<file path="src/rtl/mem2axi_if.sv">
// AXI4 bus bundle shared by the mem2axi master port and its slave-side peer.
interface AXI_BUS #(
    parameter int unsigned AXI_ADDR_WIDTH = 64,
    parameter int unsigned AXI_DATA_WIDTH = 64,
    parameter int unsigned AXI_ID_WIDTH   = 10,
    parameter int unsigned AXI_USER_WIDTH = 1
);
    logic [AXI_ID_WIDTH-1:0]     aw_id;
    logic [AXI_ADDR_WIDTH-1:0]   aw_addr;
    logic [7:0]                  aw_len;
    logic [2:0]                  aw_size;
    logic [1:0]                  aw_burst;
    logic                        aw_lock;
    logic [3:0]                  aw_cache;
    logic [2:0]                  aw_prot;
    logic [3:0]                  aw_qos;
    logic [3:0]                  aw_region;
    logic [AXI_USER_WIDTH-1:0]   aw_user;
    logic                        aw_valid;
    logic                        aw_ready;

    logic [AXI_DATA_WIDTH-1:0]   w_data;
    logic [AXI_DATA_WIDTH/8-1:0] w_strb;
    logic                        w_last;
    logic [AXI_USER_WIDTH-1:0]   w_user;
    logic                        w_valid;
    logic                        w_ready;

    logic [AXI_ID_WIDTH-1:0]     b_id;
    logic [1:0]                  b_resp;
    logic [AXI_USER_WIDTH-1:0]   b_user;
    logic                        b_valid;
    logic                        b_ready;

    logic [AXI_ID_WIDTH-1:0]     ar_id;
    logic [AXI_ADDR_WIDTH-1:0]   ar_addr;
    logic [7:0]                  ar_len;
    logic [2:0]                  ar_size;
    logic [1:0]                  ar_burst;
    logic                        ar_lock;
    logic [3:0]                  ar_cache;
    logic [2:0]                  ar_prot;
    logic [3:0]                  ar_qos;
    logic [3:0]                  ar_region;
    logic [AXI_USER_WIDTH-1:0]   ar_user;
    logic                        ar_valid;
    logic                        ar_ready;

    logic [AXI_ID_WIDTH-1:0]     r_id;
    logic [AXI_DATA_WIDTH-1:0]   r_data;
    logic [1:0]                  r_resp;
    logic                        r_last;
    logic [AXI_USER_WIDTH-1:0]   r_user;
    logic                        r_valid;
    logic                        r_ready;

    modport Master (
        output aw_id, aw_addr, aw_len, aw_size, aw_burst, aw_lock, aw_cache, aw_prot,
               aw_qos, aw_region, aw_user, aw_valid,
        input  aw_ready,
        output w_data, w_strb, w_last, w_user, w_valid,
        input  w_ready,
        input  b_id, b_resp, b_user, b_valid,
        output b_ready,
        output ar_id, ar_addr, ar_len, ar_size, ar_burst, ar_lock, ar_cache, ar_prot,
               ar_qos, ar_region, ar_user, ar_valid,
        input  ar_ready,
        input  r_id, r_data, r_resp, r_last, r_user, r_valid,
        output r_ready
    );

    modport Slave (
        input  aw_id, aw_addr, aw_len, aw_size, aw_burst, aw_lock, aw_cache, aw_prot,
               aw_qos, aw_region, aw_user, aw_valid,
        output aw_ready,
        input  w_data, w_strb, w_last, w_user, w_valid,
        output w_ready,
        output b_id, b_resp, b_user, b_valid,
        input  b_ready,
        input  ar_id, ar_addr, ar_len, ar_size, ar_burst, ar_lock, ar_cache, ar_prot,
               ar_qos, ar_region, ar_user, ar_valid,
        output ar_ready,
        output r_id, r_data, r_resp, r_last, r_user, r_valid,
        input  r_ready
    );
endinterface

</file>
<file path="src/rtl/mem2axi.sv">
// Single-outstanding bridge from a req/gnt memory port to an AXI4 master:
// every grant becomes one single-beat read or write, answered by a one-cycle rvalid_o.
module mem2axi #(
    parameter int unsigned AXI_ID_WIDTH   = 10,
    parameter int unsigned AXI_USER_WIDTH = 1,
    parameter int unsigned AXI_ADDR_WIDTH = 64,
    parameter int unsigned AXI_DATA_WIDTH = 64,
    parameter int unsigned AXI_ID         = 0
) (
    input  logic                        clk_i,
    input  logic                        rst_i,
    input  logic                        req_i,
    input  logic                        we_i,
    input  logic [AXI_ADDR_WIDTH-1:0]   addr_i,
    input  logic [AXI_DATA_WIDTH/8-1:0] be_i,
    input  logic [AXI_DATA_WIDTH-1:0]   wdata_i,
    output logic                        gnt_o,
    output logic                        rvalid_o,
    output logic [AXI_DATA_WIDTH-1:0]   rdata_o,
    output logic                        err_o,
    AXI_BUS.Master                      master
);
    localparam int unsigned OFFS = $clog2(AXI_DATA_WIDTH / 8);
    localparam logic [AXI_ADDR_WIDTH-1:0] OFFS_MASK = AXI_ADDR_WIDTH'((64'd1 << OFFS) - 64'd1);

    localparam logic [2:0] IDLE    = 3'd0;
    localparam logic [2:0] RD_ADDR = 3'd1;
    localparam logic [2:0] RD_DATA = 3'd2;
    localparam logic [2:0] WR_REQ  = 3'd3;
    localparam logic [2:0] WR_RESP = 3'd4;

    logic [2:0]                  state;
    logic [AXI_ADDR_WIDTH-1:0]   addr_q;
    logic [AXI_DATA_WIDTH/8-1:0] be_q;
    logic [AXI_DATA_WIDTH-1:0]   wdata_q;
    logic                        aw_done;
    logic                        w_done;
    logic                        aw_done_next;
    logic                        w_done_next;

    // Gated by reset so a request presented during reset is never granted and lost.
    assign gnt_o = req_i & (state == IDLE) & ~rst_i;

    assign aw_done_next = aw_done | master.aw_ready;
    assign w_done_next  = w_done | master.w_ready;

    // NOTE: state and datapath registers use non-blocking assignments so every
    // branch sees the pre-edge values; the datapath is reset too so outputs are defined.
    always_ff @(posedge clk_i or posedge rst_i) begin
        if (rst_i) begin
            state    <= IDLE;
            addr_q   <= '0;
            be_q     <= '0;
            wdata_q  <= '0;
            aw_done  <= 1'b0;
            w_done   <= 1'b0;
            rvalid_o <= 1'b0;
            rdata_o  <= '0;
            err_o    <= 1'b0;
        end else begin
            rvalid_o <= 1'b0;
            case (state)
                IDLE: begin
                    if (req_i) begin
                        addr_q  <= addr_i & ~OFFS_MASK;
                        be_q    <= be_i;
                        wdata_q <= wdata_i;
                        state   <= we_i ? WR_REQ : RD_ADDR;
                    end
                end
                RD_ADDR: begin
                    if (master.ar_ready) state <= RD_DATA;
                end
                RD_DATA: begin
                    if (master.r_valid) begin
                        rdata_o  <= master.r_data;
                        err_o    <= master.r_resp[1];
                        rvalid_o <= 1'b1;
                        state    <= IDLE;
                    end
                end
                WR_REQ: begin
                    // AW and W complete independently; leave once both have handshaken.
                    if (aw_done_next && w_done_next) begin
                        aw_done <= 1'b0;
                        w_done  <= 1'b0;
                        state   <= WR_RESP;
                    end else begin
                        aw_done <= aw_done_next;
                        w_done  <= w_done_next;
                    end
                end
                WR_RESP: begin
                    if (master.b_valid) begin
                        err_o    <= master.b_resp[1];
                        rvalid_o <= 1'b1;
                        state    <= IDLE;
                    end
                end
                default: state <= IDLE;
            endcase
        end
    end

    assign master.aw_id     = AXI_ID_WIDTH'(AXI_ID);
    assign master.aw_addr   = addr_q;
    assign master.aw_len    = 8'd0;
    assign master.aw_size   = 3'(OFFS);
    assign master.aw_burst  = 2'b01;
    assign master.aw_lock   = 1'b0;
    assign master.aw_cache  = 4'd0;
    assign master.aw_prot   = 3'd0;
    assign master.aw_qos    = 4'd0;
    assign master.aw_region = 4'd0;
    assign master.aw_user   = '0;
    assign master.aw_valid  = (state == WR_REQ) & ~aw_done;

    assign master.w_data    = wdata_q;
    assign master.w_strb    = be_q;
    assign master.w_last    = 1'b1;
    assign master.w_user    = '0;
    assign master.w_valid   = (state == WR_REQ) & ~w_done;

    assign master.b_ready   = (state == WR_RESP);

    assign master.ar_id     = AXI_ID_WIDTH'(AXI_ID);
    assign master.ar_addr   = addr_q;
    assign master.ar_len    = 8'd0;
    assign master.ar_size   = 3'(OFFS);
    assign master.ar_burst  = 2'b01;
    assign master.ar_lock   = 1'b0;
    assign master.ar_cache  = 4'd0;
    assign master.ar_prot   = 3'd0;
    assign master.ar_qos    = 4'd0;
    assign master.ar_region = 4'd0;
    assign master.ar_user   = '0;
    assign master.ar_valid  = (state == RD_ADDR);

    assign master.r_ready   = (state == RD_DATA);

    // Response IDs, users, r_last and the low resp bit carry no meaning for a single-beat master.
    logic unused_resp;
    assign unused_resp = ^{master.b_id, master.b_user, master.b_resp[0],
                           master.r_id, master.r_user, master.r_last, master.r_resp[0]};
endmodule
</file>
<file path="src/flat_wrapper.sv">
// flat-port wrapper written by rule: the top's interface ports become plain ports
module mem2axi_flat 
#(
    parameter int unsigned AXI_ID_WIDTH   = 10,
    parameter int unsigned AXI_USER_WIDTH = 1,
    parameter int unsigned AXI_ADDR_WIDTH = 64,
    parameter int unsigned AXI_DATA_WIDTH = 64,
    parameter int unsigned AXI_ID         = 0
)
  (clk_i, rst_i, req_i, we_i, addr_i, be_i, wdata_i, gnt_o, rvalid_o, rdata_o, err_o, master_aw_id, master_aw_addr, master_aw_len, master_aw_size, master_aw_burst, master_aw_lock, master_aw_cache, master_aw_prot, master_aw_qos, master_aw_region, master_aw_user, master_aw_valid, master_aw_ready, master_w_data, master_w_strb, master_w_last, master_w_user, master_w_valid, master_w_ready, master_b_id, master_b_resp, master_b_user, master_b_valid, master_b_ready, master_ar_id, master_ar_addr, master_ar_len, master_ar_size, master_ar_burst, master_ar_lock, master_ar_cache, master_ar_prot, master_ar_qos, master_ar_region, master_ar_user, master_ar_valid, master_ar_ready, master_r_id, master_r_data, master_r_resp, master_r_last, master_r_user, master_r_valid, master_r_ready);
  AXI_BUS #(.AXI_ADDR_WIDTH(AXI_ADDR_WIDTH), .AXI_DATA_WIDTH(AXI_DATA_WIDTH), .AXI_ID_WIDTH(AXI_ID_WIDTH), .AXI_USER_WIDTH(AXI_USER_WIDTH)) master_i ();
  input  logic clk_i;
  input  logic rst_i;
  input  logic req_i;
  input  logic we_i;
  input  logic [AXI_ADDR_WIDTH-1:0] addr_i;
  input  logic [AXI_DATA_WIDTH/8-1:0] be_i;
  input  logic [AXI_DATA_WIDTH-1:0] wdata_i;
  output logic gnt_o;
  output logic rvalid_o;
  output logic [AXI_DATA_WIDTH-1:0] rdata_o;
  output logic err_o;
  output wire logic [$bits(master_i.aw_id)-1:0] master_aw_id;
  output wire logic [$bits(master_i.aw_addr)-1:0] master_aw_addr;
  output wire logic [$bits(master_i.aw_len)-1:0] master_aw_len;
  output wire logic [$bits(master_i.aw_size)-1:0] master_aw_size;
  output wire logic [$bits(master_i.aw_burst)-1:0] master_aw_burst;
  output wire logic [$bits(master_i.aw_lock)-1:0] master_aw_lock;
  output wire logic [$bits(master_i.aw_cache)-1:0] master_aw_cache;
  output wire logic [$bits(master_i.aw_prot)-1:0] master_aw_prot;
  output wire logic [$bits(master_i.aw_qos)-1:0] master_aw_qos;
  output wire logic [$bits(master_i.aw_region)-1:0] master_aw_region;
  output wire logic [$bits(master_i.aw_user)-1:0] master_aw_user;
  output wire logic [$bits(master_i.aw_valid)-1:0] master_aw_valid;
  input wire logic [$bits(master_i.aw_ready)-1:0] master_aw_ready;
  output wire logic [$bits(master_i.w_data)-1:0] master_w_data;
  output wire logic [$bits(master_i.w_strb)-1:0] master_w_strb;
  output wire logic [$bits(master_i.w_last)-1:0] master_w_last;
  output wire logic [$bits(master_i.w_user)-1:0] master_w_user;
  output wire logic [$bits(master_i.w_valid)-1:0] master_w_valid;
  input wire logic [$bits(master_i.w_ready)-1:0] master_w_ready;
  input wire logic [$bits(master_i.b_id)-1:0] master_b_id;
  input wire logic [$bits(master_i.b_resp)-1:0] master_b_resp;
  input wire logic [$bits(master_i.b_user)-1:0] master_b_user;
  input wire logic [$bits(master_i.b_valid)-1:0] master_b_valid;
  output wire logic [$bits(master_i.b_ready)-1:0] master_b_ready;
  output wire logic [$bits(master_i.ar_id)-1:0] master_ar_id;
  output wire logic [$bits(master_i.ar_addr)-1:0] master_ar_addr;
  output wire logic [$bits(master_i.ar_len)-1:0] master_ar_len;
  output wire logic [$bits(master_i.ar_size)-1:0] master_ar_size;
  output wire logic [$bits(master_i.ar_burst)-1:0] master_ar_burst;
  output wire logic [$bits(master_i.ar_lock)-1:0] master_ar_lock;
  output wire logic [$bits(master_i.ar_cache)-1:0] master_ar_cache;
  output wire logic [$bits(master_i.ar_prot)-1:0] master_ar_prot;
  output wire logic [$bits(master_i.ar_qos)-1:0] master_ar_qos;
  output wire logic [$bits(master_i.ar_region)-1:0] master_ar_region;
  output wire logic [$bits(master_i.ar_user)-1:0] master_ar_user;
  output wire logic [$bits(master_i.ar_valid)-1:0] master_ar_valid;
  input wire logic [$bits(master_i.ar_ready)-1:0] master_ar_ready;
  input wire logic [$bits(master_i.r_id)-1:0] master_r_id;
  input wire logic [$bits(master_i.r_data)-1:0] master_r_data;
  input wire logic [$bits(master_i.r_resp)-1:0] master_r_resp;
  input wire logic [$bits(master_i.r_last)-1:0] master_r_last;
  input wire logic [$bits(master_i.r_user)-1:0] master_r_user;
  input wire logic [$bits(master_i.r_valid)-1:0] master_r_valid;
  output wire logic [$bits(master_i.r_ready)-1:0] master_r_ready;
  assign master_aw_id = master_i.aw_id;
  assign master_aw_addr = master_i.aw_addr;
  assign master_aw_len = master_i.aw_len;
  assign master_aw_size = master_i.aw_size;
  assign master_aw_burst = master_i.aw_burst;
  assign master_aw_lock = master_i.aw_lock;
  assign master_aw_cache = master_i.aw_cache;
  assign master_aw_prot = master_i.aw_prot;
  assign master_aw_qos = master_i.aw_qos;
  assign master_aw_region = master_i.aw_region;
  assign master_aw_user = master_i.aw_user;
  assign master_aw_valid = master_i.aw_valid;
  assign master_i.aw_ready = master_aw_ready;
  assign master_w_data = master_i.w_data;
  assign master_w_strb = master_i.w_strb;
  assign master_w_last = master_i.w_last;
  assign master_w_user = master_i.w_user;
  assign master_w_valid = master_i.w_valid;
  assign master_i.w_ready = master_w_ready;
  assign master_i.b_id = master_b_id;
  assign master_i.b_resp = master_b_resp;
  assign master_i.b_user = master_b_user;
  assign master_i.b_valid = master_b_valid;
  assign master_b_ready = master_i.b_ready;
  assign master_ar_id = master_i.ar_id;
  assign master_ar_addr = master_i.ar_addr;
  assign master_ar_len = master_i.ar_len;
  assign master_ar_size = master_i.ar_size;
  assign master_ar_burst = master_i.ar_burst;
  assign master_ar_lock = master_i.ar_lock;
  assign master_ar_cache = master_i.ar_cache;
  assign master_ar_prot = master_i.ar_prot;
  assign master_ar_qos = master_i.ar_qos;
  assign master_ar_region = master_i.ar_region;
  assign master_ar_user = master_i.ar_user;
  assign master_ar_valid = master_i.ar_valid;
  assign master_i.ar_ready = master_ar_ready;
  assign master_i.r_id = master_r_id;
  assign master_i.r_data = master_r_data;
  assign master_i.r_resp = master_r_resp;
  assign master_i.r_last = master_r_last;
  assign master_i.r_user = master_r_user;
  assign master_i.r_valid = master_r_valid;
  assign master_r_ready = master_i.r_ready;
  mem2axi #(.AXI_ID_WIDTH(AXI_ID_WIDTH), .AXI_USER_WIDTH(AXI_USER_WIDTH), .AXI_ADDR_WIDTH(AXI_ADDR_WIDTH), .AXI_DATA_WIDTH(AXI_DATA_WIDTH), .AXI_ID(AXI_ID)) u_core (.clk_i(clk_i), .rst_i(rst_i), .req_i(req_i), .we_i(we_i), .addr_i(addr_i), .be_i(be_i), .wdata_i(wdata_i), .gnt_o(gnt_o), .rvalid_o(rvalid_o), .rdata_o(rdata_o), .err_o(err_o), .master(master_i));
endmodule
</file>
<file path="config.mk">
export PLATFORM = sky130hd
export DESIGN_NAME = mem2axi_flat
export DESIGN_NICKNAME = d
export VERILOG_FILES = /design/src/rtl/mem2axi_if.sv /design/src/rtl/mem2axi.sv /design/src/flat_wrapper.sv
export SDC_FILE = /design/constraint.sdc
export NUM_CORES = 1
export LEC_CHECK = 0
export CORE_AREA = 10 10 221 223
export DETAILED_ROUTE_END_ITERATION = 16
export DIE_AREA = 0 0 231 233
export SLEW_MARGIN = 5
export SYNTH_ARGS = -nofsm -noshare
export SYNTH_HDL_FRONTEND = slang
export SYNTH_SLANG_ARGS = --single-unit
</file>
<file path="constraint.sdc">
create_clock -name clk_i -period 19 [get_ports clk_i]
set_input_delay 3.8 -clock clk_i [delete_from_list [all_inputs] [get_ports clk_i]]
set_output_delay 3.8 -clock clk_i [all_outputs]
set_load 0.05 [all_outputs]
</file>
==> flow_summary.json <==
{
  "final_cell_mix": "clkdlybuf4s50_1, dfrtp_1, mux2_2, conb_1, mux2_1",
  "dp_cells": 1593,
  "ys_types": 26,
  "run_status": "complete, no violations",
  "period_share": 0.509,
  "clock_sinks": 204,
  "cts_setup_buffers": 0,
  "nNetsFinal": 1263,
  "r2r_slack_ns": 16.62,
  "final_common_cell": "clkdlybuf4s50_1",
  "fin_skew_ns": 0.0114,
  "drc": 0,
  "cp_max_fo": 88,
  "slew_headroom": 0.344,
  "grt_pass1_wl_um": 42600,
  "cp_num_buf_inv": 3,
  "finalSetupViolCount": 0,
  "place_ws_ns": 9.26,
  "hold_ws_ns": 0.482,
  "drive_gt1_frac": 0.192,
  "antenna_cells": 0,
  "syn_area_um2": 8900,
  "path_delay_family": "buffers and inverters",
  "yosysWarnings": 0,
  "tns_ns": 0,
  "grt-ovfl-total": 0,
  "initial_utilization": 0.202,
  "avgRoutedWirePerCell_um": 17.8,
  "slowest_stage": "clkdlybuf4s50_1",
  "grt_pass1_vias": 6671,
  "dpl.hpwl_um": 22800,
  "cts.hold.buffers_added": 0,
  "hold_viol": 0,
  "io_buffers": 473,
  "clk_latency_ns": 0.53,
  "cp-start-kind": "primary input",
  "yosys_register_bits": 204,
  "die_y_um": 233,
  "fmax_mhz": 103,
  "crit_type": "in -> out",
  "drtPass1Iterations": 4,
  "wl_met1_um": 9760,
  "track_usage": 0.101,
  "viasPerCell": 3.61,
  "die-area_um2": 53800,
  "min_period_ns": 9.68,
  "max-cap-violations": 0,
  "antenna_found_initial": 1,
  "met2WireLength_um": 14900,
  "place.gp.congestion": 0.766,
  "synth_ff_type": "dfrtp_1",
  "timing.final.max_slew_violations": 0,
  "clk_pin_slew_worst_paths_ns": 0.05,
  "cts_repair_resize_count": 0,
  "rsz0062_at_grt": "no",
  "ant_nets": 0,
  "die_width_um": 231,
  "stdcell_count": 1635,
  "dr_total_vias": 5900,
  "worst_setup_path_end_kind": "primary output",
  "cts_buffer_depth": 3,
  "synth-edff-count": 0,
  "critPathMaxStageDelay_ns": 0.83,
  "rows": 77,
  "hold_class": "reg -> reg",
  "worstPathRequired_ns": 15.20,
  "numCtsBuffers": 24,
  "coreArea_um2": 44100,
  "netlist_instances": 611,
  "avgSynthCellArea_um2": 14.6,
  "layout_setup_ws_ns": 9.32,
  "cts_tree": "yes",
  "topRoutingLayerUsed": "met5",
  "drt-total-wl_um": 29000,
  "io_pins": 590,
  "worst_pin_slew_ns": 0.983,
  "cp_common_cell": "clkdlybuf4s50_1",
  "ys_seq_area_frac": 0.574,
  "area_delta_synth_final_pct": 58.9,
  "grt_max_degree": 136,
  "dr_wl_met3_um": 3900,
  "worstPathArrival_ns": 5.88,
  "clock_tree.root_cell": "clkbuf_16",
  "crit_chain": "clkdlybuf4s50_1 > inv_8 > and2_1 > clkdlybuf4s50_1",
  "htree_levels": 1,
  "ys_async_sr_fraction": 1.00,
  "drt_iter0_markers": 150
}
[logic make-up after synthesis]
| kind of cell | Yosys count | synth area share |
|---|---|---|
| compound gates | 12 | 0.00872 |
| buf+inv | 176 | 0.154 |
| flops | 204 | 0.574 |
| mux | 197 | 0.249 |
| other cells | 2 | 0.000844 |
| simple gates | 20 | 0.0138 |
[layer usage]
metal  up-vias  GRT usage
met3        31     0.0624
met2       312      0.180
met4         2     0.0210
met1      2879     0.0981
li1       2676          -
met5         -          0
[stage by stage]
stage               cell area (um2)   util
finish                        14100  0.321
global route                  14100  0.321
CTS                           14100  0.321
detailed placement            13400  0.304
global placement              13400  0.304
floorplan                      9220      -
[Yosys cell counts, types with 2 or more instances]
cell type | n | share of area
dfrtp_1 | 204 | 0.57
buf_4 | 160 | 0.13
mux2_2 | 160 | 0.20
mux2_1 | 37 | 0.047
nor2_1 | 10 | 0.0042
buf_2 | 4 | 0.0022
buf_6 | 4 | 0.0051
a21oi_1 | 3 | 0.0017
buf_12 | 3 | 0.0067
inv_1 | 3 | 0.0013
nor3b_1 | 3 | 0.0025
a21o_1 | 2 | 0.0017
buf_8 | 2 | 0.0034
conb_1 | 2 | 0.00084
o21ai_0 | 2 | 0.0011
o22ai_1 | 2 | 0.0014
[final cells by class]
| class | count | area (um2) |
|---|---|---|
| inverters | 3 | 18.8 |
| repair buffers | 477 | 4780 |
| flip-flops and latches | 204 | 5100 |
| fillers | 4524 | 30000 |
| clock inverters | 3 | 26.3 |
| clock buffers | 39 | 717 |
| multi-input cells | 317 | 2760 |
| well taps | 592 | 741 |
[sequential cells by signal, summed over array words and instances (netlist names)]
register / flops
u_core.state: 3
u_core.master.w_strb: 8
u_core.w_done: 1
u_core.aw_done: 1
u_core.master.w_data: 64
u_core.master.ar_addr: 61
u_core.rdata_o: 64
u_core.err_o: 1
u_core.rvalid_o: 1
[worst reg2reg max path: stages, from the launching register on]
cell and delay [ns]:
dfrtp_1 0.56, and4bb_2 0.65, buf_4 0.61, mux2_2 0.46
[path summary, 6_finish.rpt]
kind | start | end | depth (start not counted)
min in group asynchronous | rst_i | u_core.rdata_o[15]$_DFFE_PP0P_ | 2
max in group asynchronous | rst_i | u_core.aw_done$_DFFE_PP0N_ | 3
min | u_core.master.w_data[61]$_DFFE_PP0P_ | u_core.master.w_data[61]$_DFFE_PP0P_ | 1
max reg2reg | u_core.state[1]$_DFFE_PP0P_ | u_core.rdata_o[6]$_DFFE_PP0P_ | 3
min reg2reg | u_core.master.w_data[61]$_DFFE_PP0P_ | u_core.master.w_data[61]$_DFFE_PP0P_ | 1
max | rst_i | gnt_o | 4
Power is not shown: default switching activity piles up to over one toggle a cycle in this logic, so the estimate is an artifact.
